<file path="src/rtl/spi_pkg.sv">
// Shared SPI definitions: default word width and the receiver FSM state encoding.
package spi_pkg;

    localparam int SPI_WORD_W = 16;

    typedef enum logic [1:0] {
        WAIT_HI,
        IDLE,
        SHIFT,
        ERR
    } rx_state_t;

endpackage

</file>
<file path="src/rtl/spi_rx_deser_if.sv">
// Valid/ready word bus between the SPI deserialiser (master) and its consumer (slave).
interface spi_rx_deser_if
    import spi_pkg::*;
#(
    parameter int WORD_W = SPI_WORD_W
) ();

    logic [WORD_W-1:0] rx_data;
    logic              rx_valid;
    logic              rx_ready;

    modport master (output rx_data, output rx_valid, input rx_ready);
    modport slave  (input rx_data, input rx_valid, output rx_ready);

endinterface

</file>
<file path="src/rtl/spi_rx_sync.sv">
// Input synchroniser for one SPI pin: SYNC_STAGES flop chain plus a delayed copy for edges.
module spi_rx_sync #(
    parameter int SYNC_STAGES = 2
) (
    input  logic clk,
    input  logic rst,
    input  logic i_pin,
    output logic o_level,
    output logic o_rise,
    output logic o_fall
);

    logic [SYNC_STAGES-1:0] r_chain;
    logic                   r_dly;

    // Reset to 0 so a chip select held low through reset never looks like a fresh falling edge.
    always_ff @(posedge clk) begin
        if (rst) begin
            r_chain <= '0;
            r_dly   <= 1'b0;
        end else begin
            r_chain[0] <= i_pin;
            for (int i = 1; i < SYNC_STAGES; i++) begin
                r_chain[i] <= r_chain[i-1];
            end
            r_dly <= r_chain[SYNC_STAGES-1];
        end
    end

    assign o_level = r_chain[SYNC_STAGES-1];
    assign o_rise  = o_level & ~r_dly;
    assign o_fall  = ~o_level & r_dly;

endmodule

</file>
<file path="src/rtl/spi_rx_deser.sv">
// SPI receive deserialiser: MSB-first words on cs_l frames, valid/ready output buffer.
// Define SPI_RX_FIFO_EN for a FIFO_DEPTH-entry show-ahead FIFO instead of one holding register.
module spi_rx_deser
    import spi_pkg::*;
#(
    parameter int WORD_W      = SPI_WORD_W,
    parameter int SYNC_STAGES = 2,
    parameter int FIFO_DEPTH  = 4
) (
    input  logic           clk,
    input  logic           rst,
    input  logic           spi_cs_l,
    input  logic           spi_sclk,
    input  logic           spi_data,
    spi_rx_deser_if.master rx_if,
    output logic           rx_overrun,
    output logic           frame_err,
    output logic           busy
);

    localparam int CNT_W = $clog2(WORD_W + 1);

    if ((FIFO_DEPTH < 2) || ((FIFO_DEPTH & (FIFO_DEPTH - 1)) != 0)) begin : g_bad_depth
        $error("FIFO_DEPTH must be a power of 2, at least 2");
    end

    logic w_cs_lvl, w_cs_rise, w_cs_fall;
    logic w_sclk_rise, w_data_lvl;
    logic w_unused_sclk_lvl, w_unused_sclk_fall, w_unused_data_rise, w_unused_data_fall;

    spi_rx_sync #(.SYNC_STAGES(SYNC_STAGES)) u_sync_cs (
        .clk(clk), .rst(rst), .i_pin(spi_cs_l),
        .o_level(w_cs_lvl), .o_rise(w_cs_rise), .o_fall(w_cs_fall)
    );

    spi_rx_sync #(.SYNC_STAGES(SYNC_STAGES)) u_sync_sclk (
        .clk(clk), .rst(rst), .i_pin(spi_sclk),
        .o_level(w_unused_sclk_lvl), .o_rise(w_sclk_rise), .o_fall(w_unused_sclk_fall)
    );

    spi_rx_sync #(.SYNC_STAGES(SYNC_STAGES)) u_sync_data (
        .clk(clk), .rst(rst), .i_pin(spi_data),
        .o_level(w_data_lvl), .o_rise(w_unused_data_rise), .o_fall(w_unused_data_fall)
    );

    rx_state_t         r_state, w_state_nx;
    logic [CNT_W-1:0]  r_count, w_count_nx;
    logic [WORD_W-1:0] r_shift, w_shift_nx;
    logic              r_commit, w_commit;
    logic              r_ferr, w_ferr;
    logic              w_full_cnt;

    assign w_full_cnt = (r_count == CNT_W'(WORD_W));

    always_comb begin
        w_state_nx = r_state;
        w_count_nx = r_count;
        w_shift_nx = r_shift;
        w_commit   = 1'b0;
        w_ferr     = 1'b0;
        case (r_state)
            WAIT_HI: begin
                if (w_cs_lvl) w_state_nx = IDLE;
            end
            IDLE: begin
                if (w_cs_fall) begin
                    w_state_nx = SHIFT;
                    w_count_nx = '0;
                    w_shift_nx = '0;
                end
            end
            SHIFT: begin
                // A cs_l rise shadows any sclk edge seen in the same cycle.
                if (w_cs_rise) begin
                    w_state_nx = IDLE;
                    w_commit   = w_full_cnt;
                    w_ferr     = ~w_full_cnt;
                end else if (w_sclk_rise) begin
                    if (w_full_cnt) begin
                        w_state_nx = ERR;
                    end else begin
                        w_shift_nx = {r_shift[WORD_W-2:0], w_data_lvl};
                        w_count_nx = r_count + CNT_W'(1);
                    end
                end
            end
            ERR: begin
                if (w_cs_rise) begin
                    w_state_nx = IDLE;
                    w_ferr     = 1'b1;
                end
            end
            default: w_state_nx = WAIT_HI;
        endcase
    end

    always_ff @(posedge clk) begin
        if (rst) begin
            r_state  <= WAIT_HI;
            r_count  <= '0;
            r_commit <= 1'b0;
            r_ferr   <= 1'b0;
        end else begin
            r_state  <= w_state_nx;
            r_count  <= w_count_nx;
            r_commit <= w_commit;
            r_ferr   <= w_ferr;
        end
    end

    // The shift register is stable in IDLE, so the buffer reads it a cycle after commit.
    always_ff @(posedge clk) begin
        r_shift <= w_shift_nx;
    end

    assign frame_err = r_ferr;
    assign busy      = (r_state == SHIFT) || (r_state == ERR);

    logic              r_ovr;
    logic              r_valid;
    logic [WORD_W-1:0] r_head;
    logic              w_pop;

    assign w_pop = r_valid && rx_if.rx_ready;

`ifdef SPI_RX_FIFO_EN
    localparam int PTR_W = $clog2(FIFO_DEPTH);

    logic [WORD_W-1:0] r_mem [FIFO_DEPTH];
    logic [PTR_W-1:0]  r_wptr, r_rptr;
    logic [PTR_W:0]    r_level, w_level_nx;
    logic              w_full, w_push;

    assign w_full     = (r_level == (PTR_W+1)'(FIFO_DEPTH));
    assign w_push     = r_commit && (!w_full || w_pop);
    assign w_level_nx = r_level + {{PTR_W{1'b0}}, w_push} - {{PTR_W{1'b0}}, w_pop};

    always_ff @(posedge clk) begin
        if (w_push) r_mem[r_wptr] <= r_shift;
    end

    // Head register mirrors mem[rptr]; an empty or draining FIFO takes the incoming word directly.
    always_ff @(posedge clk) begin
        if (rst) begin
            r_wptr  <= '0;
            r_rptr  <= '0;
            r_level <= '0;
            r_valid <= 1'b0;
            r_head  <= '0;
            r_ovr   <= 1'b0;
        end else begin
            r_level <= w_level_nx;
            r_valid <= (w_level_nx != '0);
            r_ovr   <= r_commit && !w_push;
            if (w_push) r_wptr <= r_wptr + PTR_W'(1);
            if (w_pop)  r_rptr <= r_rptr + PTR_W'(1);
            if ((r_level == '0) || (w_pop && (r_level == (PTR_W+1)'(1)))) begin
                if (w_push) r_head <= r_shift;
            end else if (w_pop) begin
                r_head <= r_mem[r_rptr + PTR_W'(1)];
            end
        end
    end
`else
    always_ff @(posedge clk) begin
        if (rst) begin
            r_valid <= 1'b0;
            r_head  <= '0;
            r_ovr   <= 1'b0;
        end else begin
            r_ovr <= 1'b0;
            if (r_commit) begin
                if (!r_valid || rx_if.rx_ready) begin
                    r_head  <= r_shift;
                    r_valid <= 1'b1;
                end else begin
                    r_ovr <= 1'b1;
                end
            end else if (w_pop) begin
                r_valid <= 1'b0;
            end
        end
    end
`endif

    assign rx_if.rx_data  = r_head;
    assign rx_if.rx_valid = r_valid;
    assign rx_overrun     = r_ovr;

endmodule
</file>
<file path="src/flat_wrapper.sv">
// flat-port wrapper written by rule: the top's interface ports become plain ports
module spi_rx_deser_flat import spi_pkg::*;
#(
    parameter int WORD_W      = SPI_WORD_W,
    parameter int SYNC_STAGES = 2,
    parameter int FIFO_DEPTH  = 4
)
  (clk, rst, spi_cs_l, spi_sclk, spi_data, rx_overrun, frame_err, busy, rx_if_rx_data, rx_if_rx_valid, rx_if_rx_ready);
  spi_rx_deser_if #(.WORD_W(WORD_W)) rx_if_i ();
  input  logic clk;
  input  logic rst;
  input  logic spi_cs_l;
  input  logic spi_sclk;
  input  logic spi_data;
  output logic rx_overrun;
  output logic frame_err;
  output logic busy;
  output wire logic [$bits(rx_if_i.rx_data)-1:0] rx_if_rx_data;
  output wire logic [$bits(rx_if_i.rx_valid)-1:0] rx_if_rx_valid;
  input wire logic [$bits(rx_if_i.rx_ready)-1:0] rx_if_rx_ready;
  assign rx_if_rx_data = rx_if_i.rx_data;
  assign rx_if_rx_valid = rx_if_i.rx_valid;
  assign rx_if_i.rx_ready = rx_if_rx_ready;
  spi_rx_deser #(.WORD_W(WORD_W), .SYNC_STAGES(SYNC_STAGES), .FIFO_DEPTH(FIFO_DEPTH)) u_core (.clk(clk), .rst(rst), .spi_cs_l(spi_cs_l), .spi_sclk(spi_sclk), .spi_data(spi_data), .rx_if(rx_if_i), .rx_overrun(rx_overrun), .frame_err(frame_err), .busy(busy));
endmodule
</file>
<file path="config.mk">
export PLATFORM = sky130hd
export DESIGN_NAME = spi_rx_deser_flat
export DESIGN_NICKNAME = d
export VERILOG_FILES = /design/src/rtl/spi_pkg.sv /design/src/rtl/spi_rx_deser_if.sv /design/src/rtl/spi_rx_sync.sv /design/src/rtl/spi_rx_deser.sv /design/src/flat_wrapper.sv
export SDC_FILE = /design/constraint.sdc
export NUM_CORES = 1
export LEC_CHECK = 0
export CAP_MARGIN = 0
export CORE_AREA = 2 2 96 52
export CTS_CLUSTER_SIZE = 25
export DETAILED_ROUTE_END_ITERATION = 16
export DIE_AREA = 0 0 98 54
export MAX_ROUTING_LAYER = met4
export PLACE_DENSITY = 0.71
export SYNTH_ARGS = -nofsm -noshare
export SYNTH_HDL_FRONTEND = slang
export SYNTH_SLANG_ARGS = --single-unit
</file>
<file path="constraint.sdc">
create_clock -name clk -period 2.4 [get_ports clk]
set_input_delay 0.36 -clock clk [delete_from_list [all_inputs] [get_ports clk]]
set_output_delay 0.36 -clock clk [all_outputs]
set_load 0.02 [all_outputs]
</file>
# == Word level (Yosys, flattened, before mapping) ==
# Cells that the tools add are included.
# word_totals
regBits,51
latchBits,0
ram_bits,0
mem_bits_ro,0
out_inout_bits,20
elab_cells,74
memories,0
# classes
add_sub_neg,1
n_mul,0
div_mod_pow,0
n_lt_le_gt_ge,0
n_eq_ne,13
shift,0
mux,24
n_bitwise,10
reduce_logical,13
# ops
operator,n
16-bit 2-to-1 mux,4
16-bit one-hot mux with 2 select lines,1
5-bit 2-to-1 mux,4
"2-bit != test, second input constant",7
2-bit 2-to-1 mux,6
5-bit one-hot mux with 2 select lines,1
5-bit AND reduction,2
2-bit one-hot mux with 4 select lines,1
1-bit inverter,7
1-bit 2-to-1 mux,6
"5-bit by 1-bit adder with 5-bit output, second input constant",1
"5-bit == test, second input constant",1
"2-bit == test, second input constant",2
2-bit AND reduction,2
2-bit nonzero test,2
1-bit bitwise AND,3
"3-bit by 2-bit != test with 1-bit output, second input constant",1
"3-bit != test, second input constant",1
3-bit OR reduction,1
"2-bit by 1-bit == test with 1-bit output, second input constant",1
2-bit logical NOT,1
1-bit logical OR,2
1-bit one-hot mux with 2 select lines,1
2-bit OR reduction,1
other kinds (2),2

# == Depth between registers and ports, before layout ==
# Gate-level depths: netlist of run 1.
# depth
word_depth,5
depth_mapped,6
depth_no_buf,6

# == Hierarchy ==
# From an unflattened synthesis of run 1, not the netlist that was laid out.
# unflattened
hier_cells,202
hier_area_um2,2021.9
# modules_own_cells
mod,instances,cells_per_inst,area_per_inst_um2
spi_rx_deser,1,178,1747.9
spi_rx_sync,3,8,91.3

# == Worst setup path before layout of run 1 ==
# No wires, ideal clock.
# synth_path
kind,register to register
from,reg u_core.r_state[1]
to,"reg u_core.r_shift[0], enable pin"
setup_time_ns,0.414
arrival_time_ns,2.162
path_slack_ns,-0.176
path_stages_with_launch,5
n_path_buf,0
path_cell_list,dfxtp_1 > inv_1 > ha_1 > o21a_1 > o21ai_0
# synth_via
elab_chain_cells,3
elab_cells_between_ends,8
# synth_rtl
element,line,source
from (decl),spi_rx_deser.sv:46,"rx_state_t r_state, w_state_nx;"
from (signal assigned),spi_rx_deser.sv:104,r_state <= w_state_nx;
2-bit == test / 2-bit by 1-bit == test with 1-bit output (equally long branches),spi_rx_deser.sv:61,case (r_state)
2-bit != test (no line) / 2-bit nonzero test (equally long branches),-,
5-bit AND reduction (no line) *,-,
to (signal assigned),spi_rx_deser.sv:113,r_shift <= w_shift_nx;
to (decl),spi_rx_deser.sv:48,"logic [WORD_W-1:0] r_shift, w_shift_nx;"
# Mark *: on every way between the ends. The rest lies on a longest branch, timed or not.
# A chain may end at the register's enable or synchronous reset.

# == Worst setup path after layout of run 1 ==
# layout_path
from,reg u_core.r_state[0]
to,out busy
# layout_via
elab_chain_cells,2
elab_cells_between_ends,3
# layout_rtl
element,line,source
2-bit == test,spi_rx_deser.sv:117,assign busy = (r_state == SHIFT) || (r_state == ERR);
1-bit logical OR *,spi_rx_deser.sv:117,
to (decl),flat_wrapper.sv:17,output logic busy;
# Marks and branches as above.

==> summary.txt, run 1 <==
Status
  – Status: finished clean

Layout
  – Most frequent standard cell in the layout excluding fill and tap cells: dfxtp_1
  – Commonest cells after routing, fill and taps aside: dfxtp_1, nand2_1, clkdlybuf4s50_1
  – Area Growth Syn to Fin: 20.0%
  – Post-layout net count: 234
  – Final Util: 53.4%
  – Antenna diodes: 0
  – Layout cells sized above 1: 7.62%

Route
  – Initial DRC Count: 106
  – Routed Antenna Nets: 0
  – Post-DR wirelength/cell: 12.4 µm
  – Vias/cell: 4.98
  – DRT Pass-1 Iters: 4
  – Via count: 1408
  – Routed wire length: 3500 µm
  – DRC: 0

Yosys
  – Yosys reg bits: 51
  – Mean Syn Cell Area: 10.4 µm²
  – Synth cell types: 34
  – Syn nets: 207
  – Mapped Cells: 195
  – Synthesis warning total: 0
  – Mapped cell area: 0.00203 mm²
  – Sequential share of the synthesized area: 58.1%

Place
  – Post-DP HPWL: 2450 µm
  – Place WS: 472 ps
  – IO buf count: 25
  – Placer Congestion: 0.850

Worst setup path
  – CP endpoint kind: output pin
  – Crit path cell chain: inv_1, ha_1, or2_2, clkdlybuf4s50_1
  – WP buf/inv: 2
  – Reg2reg path depth: 6
  – Crit-path max cell delay: 540 ps
  – CP max-delay cell: clkdlybuf4s50_1
  – Crit path max-delay family: buffers and inverters
  – Type of origin of the critical path: register
  – Crit-path max FO: 3
  – Worst EP required: 2040 ps
  – Setup CP Type: register to output pin
  – R2R setup slack: 470 ps
  – CP arrival: 1770 ps
  – Crit. path cell count: 4

Clocking
  – Post-CTS Hold Buffers: 0
  – Clk pin slew, worst setup/hold paths: 90 ps
  – Clk_lat worst skew: 300 ps
  – Root Buffer: clkbuf_8
  – CTS resizes: 0
  – Clk sinks: 51
  – Max Buffers Root-to-Sink: 2
  – Num CTS Buffers: 5
  – # H-tree levels: 2
  – CTS tree: built
  – Total setup buffers inserted after CTS: 0

Global route
  – Largest net degree at the start of global routing: 20
  – GRT overflow: 0
  – Initial antenna violation count: 0
  – Via count of the first global-routing pass: 1203
  – GRT Resource Usage Total: 15.3%
  – First-pass GRT wire length: 5840 µm

Timing
  – Max Slew Vio Count: 0
  – Final hold viol count: 0
  – Final clock skew: 6.02 ps
  – RSZ-0062 raised after global routing: false
  – Worst slew pin tran: 563 ps
  – Worst setup margin: 272 ps
  – Final setup TNS: 0 ps
  – Relative slew slack: 62.4%
  – Fin crit share: 88.7%
  – Max Freq: 470 MHz
  – Final count of negative-setup-slack endpoints: 0
  – Final Critical Period: 2130 ps

Hold path
  – Hold path depth: 1
  – Min-delay worst type: register to register

Floorplanning
  – Starting Density: 44.5%
  – Rows: 18
  – DIE WIDTH: 98 µm
  – Die H: 54 µm
  – Die area: 0.00529 mm²
  – Core area: 0.00457 mm²
  – Top-Level Pins: 26

Power and ir drop
  – Static leakage: 0.846 nW
  – Tot Pwr: 1.54 mW
  – Max IR drop VDD: 0.307 mV
  – Power Density: 632 mW/mm²

Run
  – Maxcap violations: 0
report_power, final:
| group | switching [mW] | internal, mW |
|---|---|---|
| clock | 0.273 | 0.204 |
| sequential | 0.0122 | 0.906 |
| combinational | 0.0792 | 0.0678 |
| total | 0.365 | 1.18 |
kinds of logic after synthesis:
kind of cell / Yosys count / synth area share [%]
flops: 51 / 58.1
compound gates: 34 / 9.72
mux: 2 / 1.05
buf+inv: 16 / 3.08
simple gates: 86 / 24.4
fa+ha+maj: 6 / 3.69
flip-flops by register name, summed over array words and instances, names as in the netlist:
signal	cells
u_core.frame_err	1
u_core.r_commit	1
u_core.r_count	5
u_core.r_shift	16
u_core.r_state	2
u_core.rx_if.rx_data	16
u_core.rx_if.rx_valid	1
u_core.rx_overrun	1
u_core.u_sync_cs.r_chain	2
u_core.u_sync_cs.r_dly	1
u_core.u_sync_data.r_chain	2
u_core.u_sync_sclk.r_chain	2
u_core.u_sync_sclk.r_dly	1
cell type report:
cell class                 instances  area [µm²]
timing repair buffer              30         288
clock inverter                     2        12.5
sequential                        51        1180
tap                               60        75.1
fill                             419        2130
clock buffer                       6        72.6
multi-input combinational        128         791
inverter                           6        22.5
through the flow:
step / cells / hold WS, ps / cell area [µm²]
after floorplan: 195 / 414 / 2030
after global placement: 275 / 422 / 2360
after detailed placement: 275 / 428 / 2360
after CTS: 283 / 450 / 2440
after global routing: 283 / 465 / 2440
final: 283 / 442 / 2440
routing by layer:
layer  part of all wire [%]  vias up  track usage (%)  wire (µm)
met5                      0        -                -          0
met4                    1.1        0             6.25         40
met3                    6.7        5             6.36        233
met2                     38       37             18.8       1330
met1                     54      644             21.5       1900
li1                       -      722                -          -
final timing paths:
kind | startpoint | endpoint
hold reg to reg | u_core.u_sync_sclk.r_chain[0]$_SDFF_PP0_ | u_core.u_sync_sclk.r_chain[1]$_SDFF_PP0_
hold / removal | u_core.u_sync_sclk.r_chain[0]$_SDFF_PP0_ | u_core.u_sync_sclk.r_chain[1]$_SDFF_PP0_
setup / recovery | u_core.r_state[0]$_SDFFE_PP0P_ | busy
setup reg to reg | u_core.r_state[0]$_SDFFE_PP0P_ | u_core.r_shift[0]$_SDFFCE_PN0P_
synthesized netlist by cell type, drive strengths merged:
master   count  share of area [%]
nor3b        1               0.37
edfxtp      16                 24
nor4b        1               0.43
clkbuf       7                1.3
a21oi       20                4.9
nor3         2               0.49
o21ai        2               0.49
and2        17                5.2
nand3        5                1.2
or4          3                1.1
nand3b       1               0.37
o211ai       4                1.5
mux2         1               0.55
nand4b       2                1.6
or2          1               0.31
mux2i        1               0.49
a211oi       2               0.74
nand2b       4                1.2
a31oi        3               0.92
and4b        1               0.55
or3b         2               0.86
nor2b        8                2.5
o31ai        1               0.37
o22a         1               0.43
nand2       34                6.3
o21a         1               0.37
buf          3               0.68
nand4bb      1                1.4
ha           6                3.7
inv          6                1.1
nor2         3               0.55
dfxtp       35                 34
Power figures use the tool's default switching activity.
==> inputs of run 2 (changes only) <==
Settings changed: CORE_AREA 2 2 96 52 to 5 5 99 55, DIE_AREA 0 0 98 54 to 0 0 104 60, SLEW_MARGIN from default to 0.
==> run 2 against run 1 <==
Cell count did not move. Non-clock buffer count is the same. Core utilization is 0.071 points lower. Critical path type unchanged. Worst setup slack worse by 32 ps.
==> summary.txt, run 2 (same netlist as run 1, synthesis figures left out) <==
Status
  – Status: finished clean (unchanged)

Power and ir drop
  – Max IR drop VDD: 0.381 mV (was 0.307 mV)
  – Static leakage: 0.850 nW (was 0.846 nW)
  – Power Density: 641 mW/mm² (was 632 mW/mm²)

Global route
  – First-pass GRT wire length: 6260 µm (was 5840 µm)
  – Initial antenna violation count: 0 (unchanged)
  – Via count of the first global-routing pass: 1294 (was 1203)
  – GRT overflow: 0 (unchanged)
  – Largest net degree at the start of global routing: 19 (was 20)
  – GRT Resource Usage Total: 13.2% (was 15.3%)

Worst setup path
  – Crit path cell chain: inv_1, ha_1, or2_2, clkdlybuf4s50_1 (unchanged)
  – Worst setup path endpoint: busy (unchanged)
  – CP max-delay cell: clkdlybuf4s50_1 (unchanged)
  – CP endpoint kind: output pin (unchanged)
  – Worst EP required: 2040 ps (about the same)
  – Reg2reg end: u_core.r_shift[8]$_SDFFCE_PN0P_ (was u_core.r_shift[0]$_SDFFCE_PN0P_)
  – Type of origin of the critical path: register (unchanged)
  – Crit. path cell count: 4 (unchanged)
  – Setup CP Type: register to output pin (unchanged)
  – Reg2reg path depth: 6 (unchanged)
  – Crit-path max FO: 3 (unchanged)
  – WP buf/inv: 2 (unchanged)
  – Worst r2r src: u_core.r_state[0]$_SDFFE_PP0P_ (unchanged)
  – Crit-path max cell delay: 540 ps (about the same)
  – CP Launch Point: u_core.r_state[0]$_SDFFE_PP0P_ (unchanged)
  – Crit path max-delay family: buffers and inverters (unchanged)
  – R2R setup slack: 440 ps (was 470 ps)
  – CP arrival: 1800 ps (was 1770 ps)

Layout
  – Fillers: 412 (was 419)
  – Area Growth Syn to Fin: 20.5% (was 20.0%)
  – Post-layout net count: 234 (unchanged)
  – Cell area after layout: 0.00245 mm² (was 0.00244 mm²)
  – Antenna diodes: 0 (unchanged)
  – Commonest cells after routing, fill and taps aside: dfxtp_1, nand2_1, clkdlybuf4s50_1 (unchanged)
  – Layout cells sized above 1: 7.62% (unchanged)
  – Most frequent standard cell in the layout excluding fill and tap cells: dfxtp_1 (unchanged)

Route
  – Vias/cell: 4.86 (was 4.98)
  – DRT Pass-1 Iters: 4 (unchanged)
  – Initial DRC Count: 39 (was 106)
  – DRC: 0 (unchanged)
  – Routed wire length: 3600 µm (was 3500 µm)
  – Routed Antenna Nets: 0 (unchanged)
  – Post-DR wirelength/cell: 12.7 µm (was 12.4 µm)
  – Via count: 1374 (was 1408)

Clocking
  – Clk sinks: 51 (unchanged)
  – CTS resizes: 0 (unchanged)
  – Max Buffers Root-to-Sink: 2 (unchanged)
  – Clk_lat worst skew: 310 ps (was 300 ps)
  – Total setup buffers inserted after CTS: 0 (unchanged)
  – Num CTS Buffers: 5 (unchanged)
  – # H-tree levels: 2 (unchanged)
  – Clk pin slew, worst setup/hold paths: 90 ps (about the same)
  – Post-CTS Hold Buffers: 0 (unchanged)
  – Root Buffer: clkbuf_8 (unchanged)
  – CTS tree: built (unchanged)

Timing
  – Final Critical Period: 2160 ps (was 2130 ps)
  – Relative slew slack: 61.9% (was 62.4%)
  – Final hold viol count: 0 (unchanged)
  – Final setup TNS: 0 ps (unchanged)
  – Fin crit share: 90.0% (was 88.7%)
  – Final count of negative-setup-slack endpoints: 0 (unchanged)
  – Max Slew Vio Count: 0 (unchanged)
  – Max Freq: 463 MHz (was 470 MHz)
  – Final clock skew: 5.22 ps (was 6.02 ps)
  – Worst slew pin tran: 572 ps (was 563 ps)
  – RSZ-0062 raised after global routing: false (unchanged)

Floorplanning
  – DIE WIDTH: 104 µm (was 98 µm)
  – Core area: 0.00459 mm² (was 0.00457 mm²)
  – Die H: 60 µm (was 54 µm)
  – Starting Density: 44.3% (was 44.5%)
  – Die area: 0.00624 mm² (was 0.00529 mm²)
  – Top-Level Pins: 26 (unchanged)
  – Rows: 18 (unchanged)

Place
  – IO buf count: 25 (unchanged)
  – Post-DP Area: 0.00236 mm² (unchanged)
  – Placer Congestion: 0.857 (was 0.850)
  – Post-DP HPWL: 2550 µm (was 2450 µm)

Run
  – Maxcap violations: 0 (unchanged)

Hold path
  – Min-delay worst type: register to register (unchanged)
  – Worst hold start: u_core.u_sync_sclk.r_chain[0]$_SDFF_PP0_ (unchanged)
run 2: cell counts in the layout (fill, tap and decap cells not counted):
Identical to the previous run, type by type.
run 2: final cells by class:
| class | instances | area, µm² | area share, % |
|---|---|---|---|
| Multi-Input combinational cell | 128 | 791 | 32.3 |
| Clock inverter | 2 | 11.3 | 0.459 |
| Sequential cell | 51 | 1180 | 48.2 |
| Timing Repair Buffer | 30 | 288 | 11.7 |
| Clock buffer | 6 | 82.6 | 3.37 |
| Inverter | 6 | 22.5 | 0.919 |
| Tap cell | 60 | 75.1 | 3.06 |
run 2: worst min path at each step:
stage	slack, ps	endpoint	cells after the start
2_1_floorplan	410	u_core.u_sync_cs.r_chain[1]$_SDFF_PP0_	1
3_3_place_gp	420	u_core.u_sync_sclk.r_chain[1]$_SDFF_PP0_	1
3_5_place_dp	420	u_core.u_sync_sclk.r_chain[1]$_SDFF_PP0_	1
4_1_cts	440	u_core.u_sync_sclk.r_chain[1]$_SDFF_PP0_	1
5_1_grt	470	u_core.u_sync_sclk.r_chain[1]$_SDFF_PP0_	1
6_report	440	u_core.u_sync_sclk.r_chain[1]$_SDFF_PP0_	1
run 2: through the flow:
step | std cells | setup slack (ps) | utilization [%] | hold slack (ps) | power (mW)
global route | 283 | 157 | 53.3 | 468 | 1.65
CTS | 283 | 224 | 53.3 | 441 | 1.58
finish | 283 | 239 | 53.3 | 442 | 1.57
detailed placement | 275 | 454 | 51.3 | 420 | 1.09
global placement | 275 | 521 | 51.3 | 420 | 1.09
floorplan | 195 | 279 | - | 414 | 1.05
run 2: worst reg2reg max path, cell delays in order (launching register included):
cell and delay, ps:
dfxtp_1 370, inv_1 90, ha_1 210, buf_4 170, or3b_1 450, o21ai_1 110, buf_4 250
run 2: routing by layer:
layer | track usage (%) | share of wire (%)
met5 | - | 0
met4 | 5.54 | 1.7
met3 | 3.99 | 4.2
met2 | 17.7 | 38
met1 | 18.5 | 56
run 2: report_power, final:
part           internal, mW  switching (mW)
combinational        0.0673          0.0817
clock                 0.230           0.273
sequential            0.906          0.0125
